<file path="src/rtl/fb_write_ctrl.sv">
// Write stage for the 64x32 monochrome framebuffer RAM: word write, single-bit set/clear (read-modify-write), full fill.
// Optional macro FBW_VBLANK_SYNC_EN holds each accepted command until vblank before its first RAM access.
module fb_write_ctrl #(
   parameter int ADDR_W = 6,
   parameter int DATA_W = 32,
   parameter int RD_LAT = 1
) (
   input  logic                      clk,
   input  logic                      rst,
   input  logic                      cmd_valid,
   output logic                      cmd_ready,
   input  logic [1:0]                cmd_op,
   input  logic [ADDR_W-1:0]         cmd_addr,
   input  logic [$clog2(DATA_W)-1:0] cmd_bit,
   input  logic [DATA_W-1:0]         cmd_data,
   input  logic                      vblank,
   output logic                      busy,
   output logic                      done,
   output logic [ADDR_W-1:0]         wr_addr,
   output logic [DATA_W-1:0]         wr_data,
   output logic                      wr_en,
   output logic [ADDR_W-1:0]         rd_addr,
   input  logic [DATA_W-1:0]         rd_q
);
   localparam int CNT_W = ADDR_W + 1;
   localparam int BIT_W = $clog2(DATA_W);
   localparam logic [CNT_W-1:0] LAST_CNT = CNT_W'((2 ** ADDR_W) - 1);
   localparam logic [CNT_W-1:0] WAIT_END = CNT_W'(RD_LAT - 1);
   localparam logic [1:0] OP_WRITE = 2'b00;
   localparam logic [1:0] OP_SET   = 2'b01;
   localparam logic [1:0] OP_FILL  = 2'b11;

   typedef enum logic [2:0] {S_IDLE, S_WAIT_VB, S_FILL, S_RD, S_RD_WAIT, S_WR} state_t;

   state_t              r_state;
   logic                r_ready;
   logic                r_busy;
   logic                r_done;
   logic                r_wr_en;
   logic [ADDR_W-1:0]   r_wr_addr;
   logic [DATA_W-1:0]   r_wr_data;
   logic [ADDR_W-1:0]   r_rd_addr;
   logic [1:0]          r_op;
   logic [ADDR_W-1:0]   r_addr;
   logic [BIT_W-1:0]    r_bit;
   logic [CNT_W-1:0]    r_cnt;

   logic                w_launch;
   logic                w_capture;
   logic [1:0]          w_op;
   logic [ADDR_W-1:0]   w_addr;
   logic [DATA_W-1:0]   w_data;
   logic [DATA_W-1:0]   w_mask;
   logic [DATA_W-1:0]   w_mod;
   logic [CNT_W-1:0]    w_cnt_next;

`ifdef FBW_VBLANK_SYNC_EN
   logic [DATA_W-1:0]   r_data;

   // The first RAM access is launched from WAIT_VB using the fields latched at accept.
   assign w_launch = (r_state == S_WAIT_VB) && vblank;
   assign w_op     = r_op;
   assign w_addr   = r_addr;
   assign w_data   = r_data;
`else
   logic                w_unused_vblank;

   assign w_launch = (r_state == S_IDLE) && cmd_valid;
   assign w_op     = cmd_op;
   assign w_addr   = cmd_addr;
   assign w_data   = cmd_data;
   assign w_unused_vblank = vblank;
`endif

   assign w_mask     = DATA_W'(1) << r_bit;
   assign w_mod      = (r_op == OP_SET) ? (rd_q | w_mask) : (rd_q & ~w_mask);
   assign w_cnt_next = r_cnt + CNT_W'(1);
   assign w_capture  = ((r_state == S_RD) && (RD_LAT == 1)) ||
                       ((r_state == S_RD_WAIT) && (r_cnt == WAIT_END));

   always_ff @(posedge clk) begin
      if (!rst) begin
         r_state   <= S_IDLE;
         r_ready   <= 1'b1;
         r_busy    <= 1'b0;
         r_done    <= 1'b0;
         r_wr_en   <= 1'b0;
         r_wr_addr <= '0;
         r_wr_data <= '0;
         r_rd_addr <= '0;
         r_op      <= OP_WRITE;
         r_addr    <= '0;
         r_bit     <= '0;
         r_cnt     <= '0;
`ifdef FBW_VBLANK_SYNC_EN
         r_data    <= '0;
`endif
      end else begin
         r_done  <= 1'b0;
         r_wr_en <= 1'b0;
         case (r_state)
            S_IDLE: begin
               if (cmd_valid) begin
                  r_op    <= cmd_op;
                  r_addr  <= cmd_addr;
                  r_bit   <= cmd_bit;
`ifdef FBW_VBLANK_SYNC_EN
                  r_data  <= cmd_data;
`endif
                  r_ready <= 1'b0;
                  r_busy  <= 1'b1;
                  // Without vblank sync the launch below replaces this state on the same edge.
                  r_state <= S_WAIT_VB;
               end
            end
            S_WAIT_VB: ;
            S_FILL: begin
               if (r_cnt == LAST_CNT) begin
                  r_state <= S_IDLE;
                  r_ready <= 1'b1;
                  r_busy  <= 1'b0;
               end else begin
                  r_cnt     <= w_cnt_next;
                  r_wr_en   <= 1'b1;
                  r_wr_addr <= w_cnt_next[ADDR_W-1:0];
                  r_done    <= (w_cnt_next == LAST_CNT);
               end
            end
            S_RD: begin
               r_state <= S_RD_WAIT;
               r_cnt   <= CNT_W'(1);
            end
            S_RD_WAIT: r_cnt <= w_cnt_next;
            S_WR: begin
               r_state <= S_IDLE;
               r_ready <= 1'b1;
               r_busy  <= 1'b0;
            end
            default: r_state <= S_IDLE;
         endcase

         if (w_launch) begin
            case (w_op)
               OP_WRITE: begin
                  r_wr_en   <= 1'b1;
                  r_wr_addr <= w_addr;
                  r_wr_data <= w_data;
                  r_done    <= 1'b1;
                  r_state   <= S_WR;
               end
               OP_FILL: begin
                  r_wr_en   <= 1'b1;
                  r_wr_addr <= '0;
                  r_wr_data <= w_data;
                  r_cnt     <= '0;
                  r_done    <= (LAST_CNT == '0);
                  r_state   <= S_FILL;
               end
               default: begin
                  r_rd_addr <= w_addr;
                  r_state   <= S_RD;
               end
            endcase
         end

         // Read data has arrived: write it back with the one target bit forced.
         if (w_capture) begin
            r_wr_en   <= 1'b1;
            r_wr_addr <= r_addr;
            r_wr_data <= w_mod;
            r_done    <= 1'b1;
            r_state   <= S_WR;
         end
      end
   end

   assign cmd_ready = r_ready;
   assign busy      = r_busy;
   assign done      = r_done;
   assign wr_en     = r_wr_en;
   assign wr_addr   = r_wr_addr;
   assign wr_data   = r_wr_data;
   assign rd_addr   = r_rd_addr;

endmodule

</file>
<file path="config.mk">
export PLATFORM = sky130hd
export DESIGN_NAME = fb_write_ctrl
export DESIGN_NICKNAME = d
export VERILOG_FILES = /design/src/rtl/fb_write_ctrl.sv
export SDC_FILE = /design/constraint.sdc
export NUM_CORES = 1
export LEC_CHECK = 0
export CAP_MARGIN = 30
export CORE_MARGIN = 3
export CORE_UTILIZATION = 39
export DETAILED_ROUTE_END_ITERATION = 8
export PLACE_DENSITY_LB_ADDON = 0.05
export SYNTH_ARGS = -nofsm -noshare
export SYNTH_HDL_FRONTEND = slang
export SYNTH_SLANG_ARGS = --single-unit
export TNS_END_PERCENT = 20
</file>
<file path="constraint.sdc">
create_clock -name clk -period 6.6 [get_ports clk]
set_clock_uncertainty 0.05 [all_clocks]
set_input_delay 0.99 -clock clk [delete_from_list [all_inputs] [get_ports clk]]
set_output_delay 0.99 -clock clk [all_outputs]
set_load 0.005 [all_outputs]
</file>
## Yosys cells after proc, flatten, opt, wreduce, memory -nomap -nowiden

Cells that the tools add are included.

- Word-level logic and storage cells: 90
- Flip-flop bits (word level): 71
- Bits of input ports: 81
- Output and inout port bits: 48

- Add/subtract/negate cells: 1
- Equality and inequality tests: 17
- Bitwise logic cells: 5
- Muxes and demuxes: 35
- Shifts and indexed selects: 1
- Reductions and logical operators: 18

Operators with widths:

| cell | count |
|---|---|
| $mux W32 | 4 |
| $and A32 B32 Y32 | 1 |
| $not A32 Y32 | 1 |
| $or A32 B32 Y32 | 1 |
| $shl A1 B5 Y32 const A | 1 |
| $mux W6 | 4 |
| $mux W7 | 3 |
| $pmux W7 S3 | 1 |
| $eq A7 B6 Y1 const B | 2 |
| $mux W1 | 13 |
| $mux W3 | 4 |
| $pmux W3 S4 | 1 |
| $pmux W6 S2 | 1 |
| $reduce_and A3 Y1 | 3 |
| $ne A4 B4 Y1 const B | 2 |
| $add A7 B1 Y7 const B | 1 |
| $logic_not A7 Y1 | 1 |
| $eq A3 B2 Y1 const B | 2 |
| $eq A3 B3 Y1 const B | 2 |
| $ne A3 B3 Y1 const B | 2 |
| $pmux W1 S3 | 2 |
| $pmux W3 S2 | 1 |
| $reduce_and A2 Y1 | 3 |
| $reduce_or A2 Y1 | 3 |
| other kinds (14) | 18 |

## Longest topological paths before layout

Gate-level depths: netlist of the first run.

- Word-level depth: 7
- Depth in mapped cells: 8
- Depth with buffers taken out: 7

## Least setup slack after synthesis of the first run

Ideal clock, no wire load.

- Kind: in2reg
- Start: in cmd_op[0]
- End: reg r_wr_addr[5], in the netlist wr_addr[5]
- Library setup time: 70 ps
- Data required time: 6,480 ps
- Setup slack: 4,105 ps
- Path buffers: 2
- Data arrival time: 2,375 ps
- Stages on the path: 8
- Path through: inv_1 ha_1 clkbuf_1 nor2_2 nor2_1 buf_2 o211ai_1 a21boi_1

- Word-level cells in the longest chain between the ends: 4
- Elaborated cells on any way between the ends: 5
- Those cells by class: eq/ne: 1; mux: 3; reduce/logical: 1

Ends and longest elaborated chain:

| item | RTL line | RTL |
|---|---|---|
| from (decl) | 12 | `input logic [1:0] cmd_op,` |
| $eq A2 B2 Y1 or $logic_not A2 Y1 (tied branches) | 143 | `case (w_op)` |
| $pmux W6 S2 * | 143 |  |
| $mux W6 * | 142 | `if (w_launch) begin` |
| $mux W6 * | 167 | `if (w_capture) begin` |
| to (signal assigned) | 125 | `r_wr_addr <= w_cnt_next[ADDR_W-1:0];` |
| to (signal assigned) | 146 | `r_wr_addr <= w_addr;` |
| to (signal assigned) | 169 | `r_wr_addr <= r_addr;` |
| to (decl) | 40 | `logic [ADDR_W-1:0] r_wr_addr;` |

Every way passes the cells marked *; elsewhere a longest branch is shown, timed or not.
A chain may end at the register's enable or synchronous reset.

## Worst setup path in the final report of the first run

- Start: in cmd_valid
- End: reg r_wr_data[26], in the netlist wr_data[26]

- Word-level cells in the longest chain between the ends: 3

Ends and longest elaborated chain:

| item | RTL line | RTL |
|---|---|---|
| from (decl) | 10 | `input logic cmd_valid,` |
| $logic_and A1 B1 Y1 | 68 | `assign w_launch = (r_state == S_IDLE) && cmd_valid;` |
| $reduce_bool A2 Y1 (no line) | n/a |  |
| $reduce_and A2 Y1 (no line) | n/a |  |
| to (signal assigned) | 147 | `r_wr_data <= w_data;` |
| to (signal assigned) | 154 | `r_wr_data <= w_data;` |
| to (signal assigned) | 170 | `r_wr_data <= w_mod;` |
| to (decl) | 41 | `logic [DATA_W-1:0] r_wr_data;` |

No other way between the ends.

==> metrics.md, run 1 <==
| Metric | Value |
|---|---|
| Worst rel slew slack | 36.9% |
| Simple-Gate Fraction of Synth Area | 19.1% |
| GR Layer Usage met2 | 37.5% |
| Mux cell area share after synthesis | 0.290% |
| Final net count | between 600 and 700 |
| Post-synthesis xor/xnor area fraction | 0.901% |
| CP max-delay cell | or4b_1 |
| FF-to-FF End | wr_data[26] |
| GRT Max-Usage Layer | met2 |
| R2R Setup Slk | ~3.6 ns |
| WP depth | 8 |
| Syn Area/Cell | roughly 8 um^2 |
| Achievable Freq | 0.297 GHz |
| Slew Viols, Final | 0 |
| Worst setup startpoint | cmd_valid |
| Floorplan core area | around 0.0095 mm^2 |
| R2R depth | 7 |
| Initial Utilization | about two fifths |
| CP endpoint kind | flop |
| Die W | 106 um |
| Worst reg2reg path startpoint | r_state[2] |
| 1st-iter DRT viols | 144 |
| IO Port Bufs | between 100 and 150 |
| Synth Flop Type | dfxtp_1 |
| Initial antenna violation count | 0 |
| CTS Buf Count | 9 |
| Synth Area in Adders | under 10% |
| Max_cap viols | 0 |
| Cells on Worst Hold Path | 2 |
| Final WL | between 10000 and 15000 um |
| Post-placement cell area | 0.00518 mm^2 |
| Crit path max fanout | 34 |
| Ys async rst share | 0% |
| Net Count, Synth | 559 |
| CP endpoint | wr_data[26] |
| HP Class | flop to flop |
| Die ar. | ~0.011 mm^2 |
| Number of global-route vias before repair | between 3000 and 4000 |
| GR Util All Layers | between 20% and 30% |
| Crit Path Class | primary input to flop |
| Warnings, synthesis | 0 |
| Post-Synthesis Cells | 473 |
| CP cell instances | clkdlybuf4s50_1, or4b_1, nor2_2, buf_4, nor2_2, buf_4, o2bb2ai_1, and2_1 |
| Row count | 35 |
| Antenna Violating Nets Remaining | 0 |
| Crit path largest cell delay | 0.74 ns |
| Worst EP required | 6.79 ns |
| Minimum clock period after layout | 3.37 ns |
| Buf+Inv Stages, Crit Path | 3 |
| Max H-tree Level | 3 |
| Clock-pin transition on the worst setup and hold timing paths | ~0.090 ns |
| DR DRC count | 0 |
| Height of the die | 106 um |
| Leak Pwr | 1.82 nW |
| Hold-fix buffers at CTS | 0 |
| Cell total after placement | 691 |
| Placer Congestion | between 0.8 and 0.9 |
| Via density | 5.58 |
| Synth Area in Compound Gates | 36.0% |
| Hold Violations, Final | 0 |
| Routed WL per cell | 17.1 um |
| Clk_lat worst skew | around 0.35 ns |
| Worst path arrival time | 3.56 ns |
| Worst vdd ir | roughly 0.11 mV |
| Met1 Use GR | 26.5% |
| Post-cts sizing count | 0 |
| HPWL after DPL | slightly above 8000 um |
| Power Density | 228 mW/mm^2 |
| Largest net degree at the start of global routing | 73 |
| Critical path's top delay family | buffers and inverters |
| First-pass GRT wire length | 19700 um |
| Gr ovfl total | 0 |
| Largest family of logic cells by synthesized area | compound AO/OA/AOI/OAI gates |
| Clk root buf | clkbuf_8 |
| Synth unique cells | between 40 and 50 |
| Setup_tns | 0 ns |
| CTS max path bufs | 2 |
| Startpoint types | primary input |
| Slew @ Worst Pin | 0.946 ns |
| Post-synth EDFFs | 0 |
| Pre-antenna DRT Iters | 5 |
| Seq/Total Area, Yosys | 36.6% |
| Final instance area | ~0.0054 mm^2 |
| Final setup fails | 0 |
| Setup Fix Bufs, Post-CTS | 0 |
| CTS tree | yes |
| CTS sink cnt | 71 |
| Met3 GRT Util | 6.06% |
| Area grow syn2layout | 38.4% |
| Unrepaired setup endpoints after global routing | false |
| Status | completed |
| Synthesized flop and latch total | 71 |
| Via count | 3947 |
| N_diodes | 0 |
| Period utilization | 51.1% |
| Synth Cell Area | 0.00389 mm^2 |
| Io pins | 129 |
| Fraction of layout cells with a size suffix above 1 | 6.40% |
| Final cell count without fillers | 707 |
==> power breakdown <==
group          switching [mW]  internal [mW]
combinational           0.166          0.194
sequential             0.0361          0.476
clock                   0.180          0.174
==> synth_stat cells, types with 5 or more instances <==
cell / number / area [um^2]
o2bb2ai_1: 32 / 280
inv_1: 8 / 30.0
o21ai_0: 39 / 195
buf_2: 16 / 80.1
a21boi_0: 21 / 158
a21oi_1: 49 / 245
o311a_1: 33 / 330
nand3_1: 14 / 70.1
nand2_1: 46 / 173
dfxtp_1: 71 / 1420
ha_1: 5 / 62.6
nand2b_1: 6 / 37.5
and2_1: 34 / 213
nor2_1: 16 / 60.1
clkbuf_1: 26 / 97.6
==> metal layers <==
layer	share of wire [%]	vias to the layer above
met5	0	-
met4	1.2	0
met3	6.0	12
met2	49	122
met1	43	1869
li1	-	1944
==> worst min path at each step <==
stage	slack (ns)	endpoint	from
6_report	0.41	cmd_ready	cmd_ready
5_1_grt	0.44	cmd_ready	cmd_ready
4_1_cts	0.41	cmd_ready	cmd_ready
3_5_place_dp	0.39	cmd_ready	cmd_ready
3_3_place_gp	0.39	cmd_ready	cmd_ready
2_1_floorplan	0.39	r_op[1]	r_op[1]
==> flip-flops by register name, summed over array words and instances (netlist names) <==
signal and count:
busy 1, cmd_ready 1, done 1, r_addr 6
r_bit 5, r_cnt 7, r_op 2, r_state 3
rd_addr 6, wr_addr 6, wr_data 32, wr_en 1
==> tightest hold or removal path, cell delays in order, from the launching register on <==
cell	delay, ns
dfxtp_1	0.32
nand2_1	0.05
nand2_1	0.04
==> metrics by stage <==
| stage | hold slack [ns] | total power [mW] | worst slack (ns) | util, % |
|---|---|---|---|---|
| 3_3_place_gp | 0.388 | 0.876 | 2.89 | 54.8 |
| 3_5_place_dp | 0.393 | 0.882 | 2.86 | 54.8 |
| 6_report | 0.405 | 1.23 | 3.23 | 56.9 |
| 5_1_grt | 0.440 | 1.30 | 3.10 | 56.9 |
| 4_1_cts | 0.410 | 1.24 | 3.22 | 56.9 |
| 2_1_floorplan | 0.388 | 0.711 | 4.10 | - |
==> layout make-up <==
class | instances | area (um^2)
fillers | 900 | 4080
multi-input cells | 350 | 2260
flip-flops and latches | 71 | 1420
repair buffers | 133 | 1310
well taps | 129 | 161
clock buffers | 9 | 124
clock inverters | 7 | 73.8
inverters | 8 | 30.0
==> logic make-up (layout without fill, tap and decap cells) <==
logic type	Yosys count	after routing
AOI/OAI and AO/OA	198	198
xor gates and xnor gates	4	4
adders and majority gates	5	5
buffers and inverters	52	157
DFF	71	71
muxes	1	1
and+or+nand+nor	142	142
==> placed cells by master (no fill, tap or decap), drive strengths merged, types with 3 or more instances in the layout <==
cell / n
nor2: 17
ha: 5
a21boi: 22
inv: 8
clkdlybuf4s50: 126
o2bb2ai: 32
nand2: 46
o311a: 33
o21ai: 40
dfxtp: 71
o21a: 3
a21oi: 49
clkinvlp: 4
a22oi: 4
nor3: 3
nand2b: 6
nand3b: 4
nand3: 14
buf: 7
and2: 35
or3b: 4
or2: 4
clkbuf: 9
a31oi: 4
Power figures use the tool's default switching activity.
==> inputs of run 2 (changes only) <==
Clock period 6.6 ns to 2.7 ns, I/O delays scaled along.
==> run 2 against run 1 <==
  * Die area unchanged
  * Sequential power grew 140%
  * Core utilization grew 0.62 points
  * Sequential share of layout area fell by 0.29 points
  * Worst setup slack got worse by 3.0 ns
  * First-iteration DRC count shrank 15%
  * Sequential cell count unchanged
  * Worst hold slack got worse by 0.093 ns
  * Critical path depth unchanged
  * Wire length decreased by 1.4%
  * Global-route usage is 0.92 points lower
==> metrics.md, run 2 (synthesized netlist as in run 1, its figures left out) <==
| Metric | Value |
|---|---|
| Status | completed |
| HPWL after DPL | 8220 um (+1.2%) |
| Multi-input gate area | 0.00226 mm^2 (unchanged) |
| Most common cell after layout, fill and taps aside | clkdlybuf4s50_1 |
| Worst rel slew slack | 55.1% (+18 points) |
| Slew Viols, Final | 0 (unchanged) |
| Leak Pwr | 1.87 nW (+2.3%) |
| Clock share of power | 26.8% (-2.0 points) |
| Die ar. | 0.0112 mm^2 (unchanged) |
| Wl on met1 | 5220 um (-0.50%) |
| Slew @ Worst Pin | 0.673 ns (-0.273 ns) |
| Via count | 3968 (+0.53%) |
| Crit Path Class | flop to flop |
| CTS max path bufs | 2 (unchanged) |
| Period utilization | 91.7% |
| Met2 wire length | 5930 um (-0.57%) |
| Commonest non-fill, non-tap cells in the layout | 126 x clkdlybuf4s50_1, 71 x dfxtp_1, 49 x a21oi_1 |
| Startpoint types | flop |
| Die W | 106 um (unchanged) |
| CTS sink cnt | 71 (unchanged) |
| Post-cts sizing count | 0 (unchanged) |
| Hold_sp | rst |
| P_int | 2.00 mW (+140%) |
| Pre-antenna DRT Iters | 4 (-1) |
| Io pins | 129 (unchanged) |
| Uppermost layer routed | met4 |
| Reg power frac | 42.0% (+0.2 points) |
| Height of the die | 106 um (unchanged) |
| Fillcell total | 880 (-2.2%) |
| CP endpoint | wr_data[21] |
| Floorplan core area | 0.00946 mm^2 (unchanged) |
| Sw frac | 32.0% (+0.83 points) |
| Gate power share | 31.3% (+1.9 points) |
| Number of global-route vias before repair | 3812 (-2.3%) |
| Max H-tree Level | 3 (unchanged) |
| Hold-fix buffers at CTS | 0 (unchanged) |
| First-pass GRT wire length | 18900 um (-4.1%) |
| WL met3 | 673 um (-7.3%) |
| R2R Setup Slk | 0.23 ns (-3.36 ns) |
| HP Class | primary input to flop |
| FF-to-FF End | wr_data[21] |
| Unrepaired setup endpoints after global routing | false |
| Largest net degree at the start of global routing | 65 (-11%) |
| Worst EP required | 2.89 ns (-3.90 ns) |
| DR DRC count | 0 (unchanged) |
| Final WL | 11900 um (-1.4%) |
| Final setup fails | 0 (unchanged) |
| Crit path max fanout | 64 (+88%) |
| Clock-pin transition on the worst setup and hold timing paths | 0.08 ns (about the same) |
| 1st-iter DRT viols | 123 (-15%) |
| Worst setup startpoint | r_cnt[0] |
| Clk_lat worst skew | 0.35 ns (about the same) |
| CTS Buf Count | 9 (unchanged) |
| Worst vdd ir | 0.306 mV (+180%) |
| Worst path arrival time | 2.67 ns (-0.89 ns) |
| Final net count | 666 (+1.1%) |
| Psw | 0.942 mW (+150%) |
| IO Port Bufs | 127 (unchanged) |
| Fraction of layout cells with a size suffix above 1 | 7.52% (+1.1 points) |
| Hold slack | 0.313 ns (-0.0926 ns) |
| Initial antenna violation count | 0 (unchanged) |
| N_diodes | 0 (unchanged) |
| Gr ovfl total | 0 (unchanged) |
| Worst reg2reg path startpoint | r_cnt[0] |
| Register area | 0.00142 mm^2 (unchanged) |
| CP endpoint kind | flop |
| Initial Utilization | 41.1% (unchanged) |
| Final worst slack | 0.225 ns (-3.01 ns) |
| Antenna Violating Nets Remaining | 0 (unchanged) |
| Row count | 35 (unchanged) |
| Via density | 5.56 (-0.45%) |
| Power Density | 541 mW/mm^2 (+140%) |
| Worst slack, placed | 0.199 ns (-2.66 ns) |
| Setup Fix Bufs, Post-CTS | 0 (unchanged) |
| CTS tree | yes |
| Minimum clock period after layout | 2.47 ns |
| Max reg flops | 32 (unchanged) |
| R2R depth | 8 (+1) |
| Setup_tns | 0 ns (unchanged) |
| GR Util All Layers | 20.7% (-0.92 points) |
| Clk root buf | clkbuf_8 |
| Area grow syn2layout | 39.9% |
| Achievable Freq | 0.404 GHz |
| Placer Congestion | 0.884 (+2.8%) |
| Routed WL per cell | 16.7 um (-2.4%) |
| Hold Violations, Final | 0 (unchanged) |
| Max_cap viols | 0 (unchanged) |
## run 2: changes by cell type in the layout (fill, tap and decap cells not counted)
cell / previous run / this run
inv_6: 0 / 2
clkinv_4: 1 / 2
bufinv_16: 1 / 0
buf_4: 6 / 11
clkinvlp_4: 4 / 2
buf_12: 0 / 2
## run 2: worst max-delay path, cell delays in order, from the launching register on
cell	delay (ns)
dfxtp_1	0.37
inv_1	0.17
ha_1	0.17
or3b_2	0.50
o31ai_4	0.32
buf_12	0.30
o311a_1	0.22
o2bb2ai_1	0.07
and2_1	0.15
## run 2: power by group through the flow
stage	combinational, mW	clock, mW	sequential (mW)
finish	0.921	0.788	1.24
global route	1.01	0.849	1.25
CTS	0.930	0.811	1.24
detailed placement	0.924	0	1.26
global placement	0.914	0	1.26
floorplan	0.485	0	1.25
## run 2: area by class of cell
class,instances,share of cell area (%)
Clock buffer,9,2.28
Multi-Input combinational cell,350,41.5
Tap cell,129,2.97
Inverter,8,0.552
Clock inverter,7,1.01
Timing Repair Buffer,140,25.5
Sequential cell,71,26.1
## run 2: how the worst min path moves through the flow
stage / slack, ns / cells past startpoint / to
after floorplan: 0.39 / 2 / r_op[1]
after CTS: 0.30 / 2 / r_state[0]
final: 0.31 / 2 / r_state[0]
after global placement: 0.39 / 2 / cmd_ready
after detailed placement: 0.40 / 2 / cmd_ready
after global routing: 0.30 / 2 / r_state[0]
## run 2: routing by layer
layer  vias to the layer above  track usage (%)
met5                         -                0
met2                       111             36.7
li1                       1958                -
met3                         9             4.65
met4                         0             4.44
met1                      1890             25.5
## run 2: metrics by stage
stage                     util (%)  power [mW]  area, um^2  instances
after floorplan                  -        1.74        3890        473
after global placement        55.6        2.17        5260        698
after detailed placement      55.6        2.18        5260        698
after CTS                     57.5        2.98        5440        714
after global routing          57.5        3.11        5440        714
final                         57.5        2.95        5440        714
==> inputs of run 3 (changes only) <==
Settings changed: CORE_ASPECT_RATIO from default to 0.9, CTS_CLUSTER_SIZE from default to 20.
==> run 3 against run 2 <==
  * Combinational power rose by 0.9%
  * Global-route usage rose by 1.5 points
  * Sequential power barely moved
  * Critical path type unchanged
  * Critical endpoint is now wr_data[18]
  * Critical path depth rose by 1
  * First-iteration DRC count rose by 63%
  * Count of clock-buffer cells in the layout did not move
  * Wire length rose by 4.0%
  * Via count rose by 0.10%
  * Worst setup slack got worse by 0.050 ns
  * Worst hold slack improved by 0.089 ns
  * Cell count fell by 0.42%
==> metrics.md, run 3 (synthesized netlist as in run 1, its figures left out) <==
| Metric | Value |
|---|---|
| Slew Viols, Final | 0 (unchanged) |
| Initial antenna violation count | 0 (unchanged) |
| CTS tree | yes |
| Final setup fails | 0 (unchanged) |
| Setup Fix Bufs, Post-CTS | 0 (unchanged) |
| Final WL | 12400 um (+4.0%) |
| Floorplan core area | 0.00941 mm^2 (-0.48%) |
| Via count | 3972 (+0.10%) |
| DR DRC count | 0 (unchanged) |
| Fraction of layout cells with a size suffix above 1 | 7.98% (+0.46 points) |
| First-pass GRT wire length | 20400 um (+8.3%) |
| Power Density | 566 mW/mm^2 (+4.5%) |
| Unrepaired setup endpoints after global routing | false |
| Status | completed |
| IO Port Bufs | 127 (unchanged) |
| Pre-antenna DRT Iters | 4 (unchanged) |
| Max reg flops | 32 (unchanged) |
| HP Class | flop to flop |
| Max H-tree Level | 3 (unchanged) |
| Worst rel slew slack | 38.9% (-16 points) |
| Via density | 5.59 (+0.52%) |
| Final net count | 670 (+0.60%) |
| Crit path largest cell delay | 0.50 ns (about the same) |
| Achievable Freq | 0.396 GHz (-2.0%) |
| HPWL after DPL | 8770 um (+6.7%) |
| Period utilization | 93.5% (+1.8 points) |
| Buf+Inv Stages, Crit Path | 3 (+1) |
| Worst slack, placed | 0.104 ns (-0.0959 ns) |
| Most Frequent Cell on Critical Path | buf_4 |
| Hold Violations, Final | 0 (unchanged) |
| R2R Setup Slk | 0.18 ns (-0.05 ns) |
| Initial Utilization | 41.3% (+0.20 points) |
| Max_cap viols | 0 (unchanged) |
| Total power | 3.11 mW (+5.5%) |
| Number of global-route vias before repair | 3928 (+3.0%) |
| GR Util All Layers | 22.2% (+1.5 points) |
| Placer Congestion | 0.852 (-3.6%) |
| Area grow syn2layout | 41.4% |
| Setup_tns | 0 ns (unchanged) |
| Die ar. | 0.0112 mm^2 (about the same) |
| Worst path arrival time | 2.78 ns (+0.11 ns) |
| Hold-fix buffers at CTS | 0 (unchanged) |
| Leak Pwr | 1.90 nW (+1.8%) |
| Io pins | 129 (unchanged) |
| N_diodes | 0 (unchanged) |
| Critical path's top delay family | buffers and inverters |
| Worst EP required | 2.95 ns (+0.06 ns) |
| Hold slack | 0.402 ns (+0.0893 ns) |
| CP endpoint kind | flop |
| Clk root buf | clkbuf_8 |
| Final worst slack | 0.175 ns (-0.0499 ns) |
| Gr ovfl total | 0 (unchanged) |
| Height of the die | 101 um (-4.8%) |
| Die W | 111 um (+5.1%) |
| Clock-pin transition on the worst setup and hold timing paths | 0.09 ns (about the same) |
| Worst vdd ir | 0.278 mV (-9.3%) |
| Post-cts sizing count | 0 (unchanged) |
| CP max-delay cell | or3b_2 |
| Crit path max fanout | 20 (-69%) |
| Row count | 33 (-5.7%) |
| Most common cell after layout, fill and taps aside | clkdlybuf4s50_1 |
| Antenna Violating Nets Remaining | 0 (unchanged) |
| Largest net degree at the start of global routing | 39 (-40%) |
| Commonest non-fill, non-tap cells in the layout | 127 x clkdlybuf4s50_1, 71 x dfxtp_1, 49 x a21oi_1 |
| CP cell instances | inv_1, ha_1, or3b_2, o31ai_4, buf_4, buf_4, a21oi_1, o2bb2ai_1, and2_1 |
| Core Util, Final | 58.4% (+0.87 points) |
| Fillcell total | 898 (+2.0%) |
| Clk_lat worst skew | 0.35 ns (about the same) |
| CTS max path bufs | 2 (unchanged) |
| Minimum clock period after layout | 2.52 ns (+0.0499 ns) |
| CTS sink cnt | 71 (unchanged) |
| CTS Buf Count | 9 (unchanged) |
| Routed WL per cell | 17.4 um (+4.5%) |
| Crit Path Class | flop to flop |
| Startpoint types | flop |
| 1st-iter DRT viols | 201 (+63%) |
| Slew @ Worst Pin | 0.915 ns (+0.242 ns) |
-- run 3: per-layer routing --
metal	routed length [um]	vias to the layer above	global-route usage, %
li1	-	1967	-
met1	5980	1871	30.9
met2	5460	120	34.5
met3	805	14	6.00
met4	140	0	5.33
met5	0	-	0
-- run 3: metrics by stage --
| step | cells | cell area, um^2 |
|---|---|---|
| detailed placement | 695 | 5290 |
| finish | 711 | 5500 |
| global placement | 695 | 5290 |
| CTS | 711 | 5500 |
| global route | 711 | 5500 |
| floorplan | 473 | 3890 |
-- run 3: worst register-to-register path: stages (launching register included) --
cell and delay [ns]:
dfxtp_1 0.38, inv_1 0.18, ha_1 0.17, or3b_2 0.50
o31ai_4 0.37, buf_4 0.32, buf_4 0.19, a21oi_1 0.05
o2bb2ai_1 0.12, and2_1 0.14
-- run 3: power breakdown --
part           internal, mW  switching [mW]  total (mW)
registers              1.16          0.0805        1.24
clock network         0.449           0.486       0.935
logic                 0.499           0.430       0.929
-- run 3: final cells by class --
type	count	area (um^2)	share of cell area, %
Clock inverter	7	87.6	1.59
Tap cell	122	153	2.78
Multi-Input combinational cell	350	2270	41.3
Inverter	8	30.0	0.546
Clock buffer	9	124	2.25
Sequential cell	71	1420	25.9
Timing Repair Buffer	144	1410	25.7
-- run 3: worst paths after layout --
path	startpoint	to	depth (start not counted)
setup / recovery	r_cnt[0]	wr_data[18]	9
hold / removal	cmd_ready	cmd_ready	2
setup reg to reg	r_cnt[0]	wr_data[18]	9
hold reg to reg	cmd_ready	cmd_ready	2
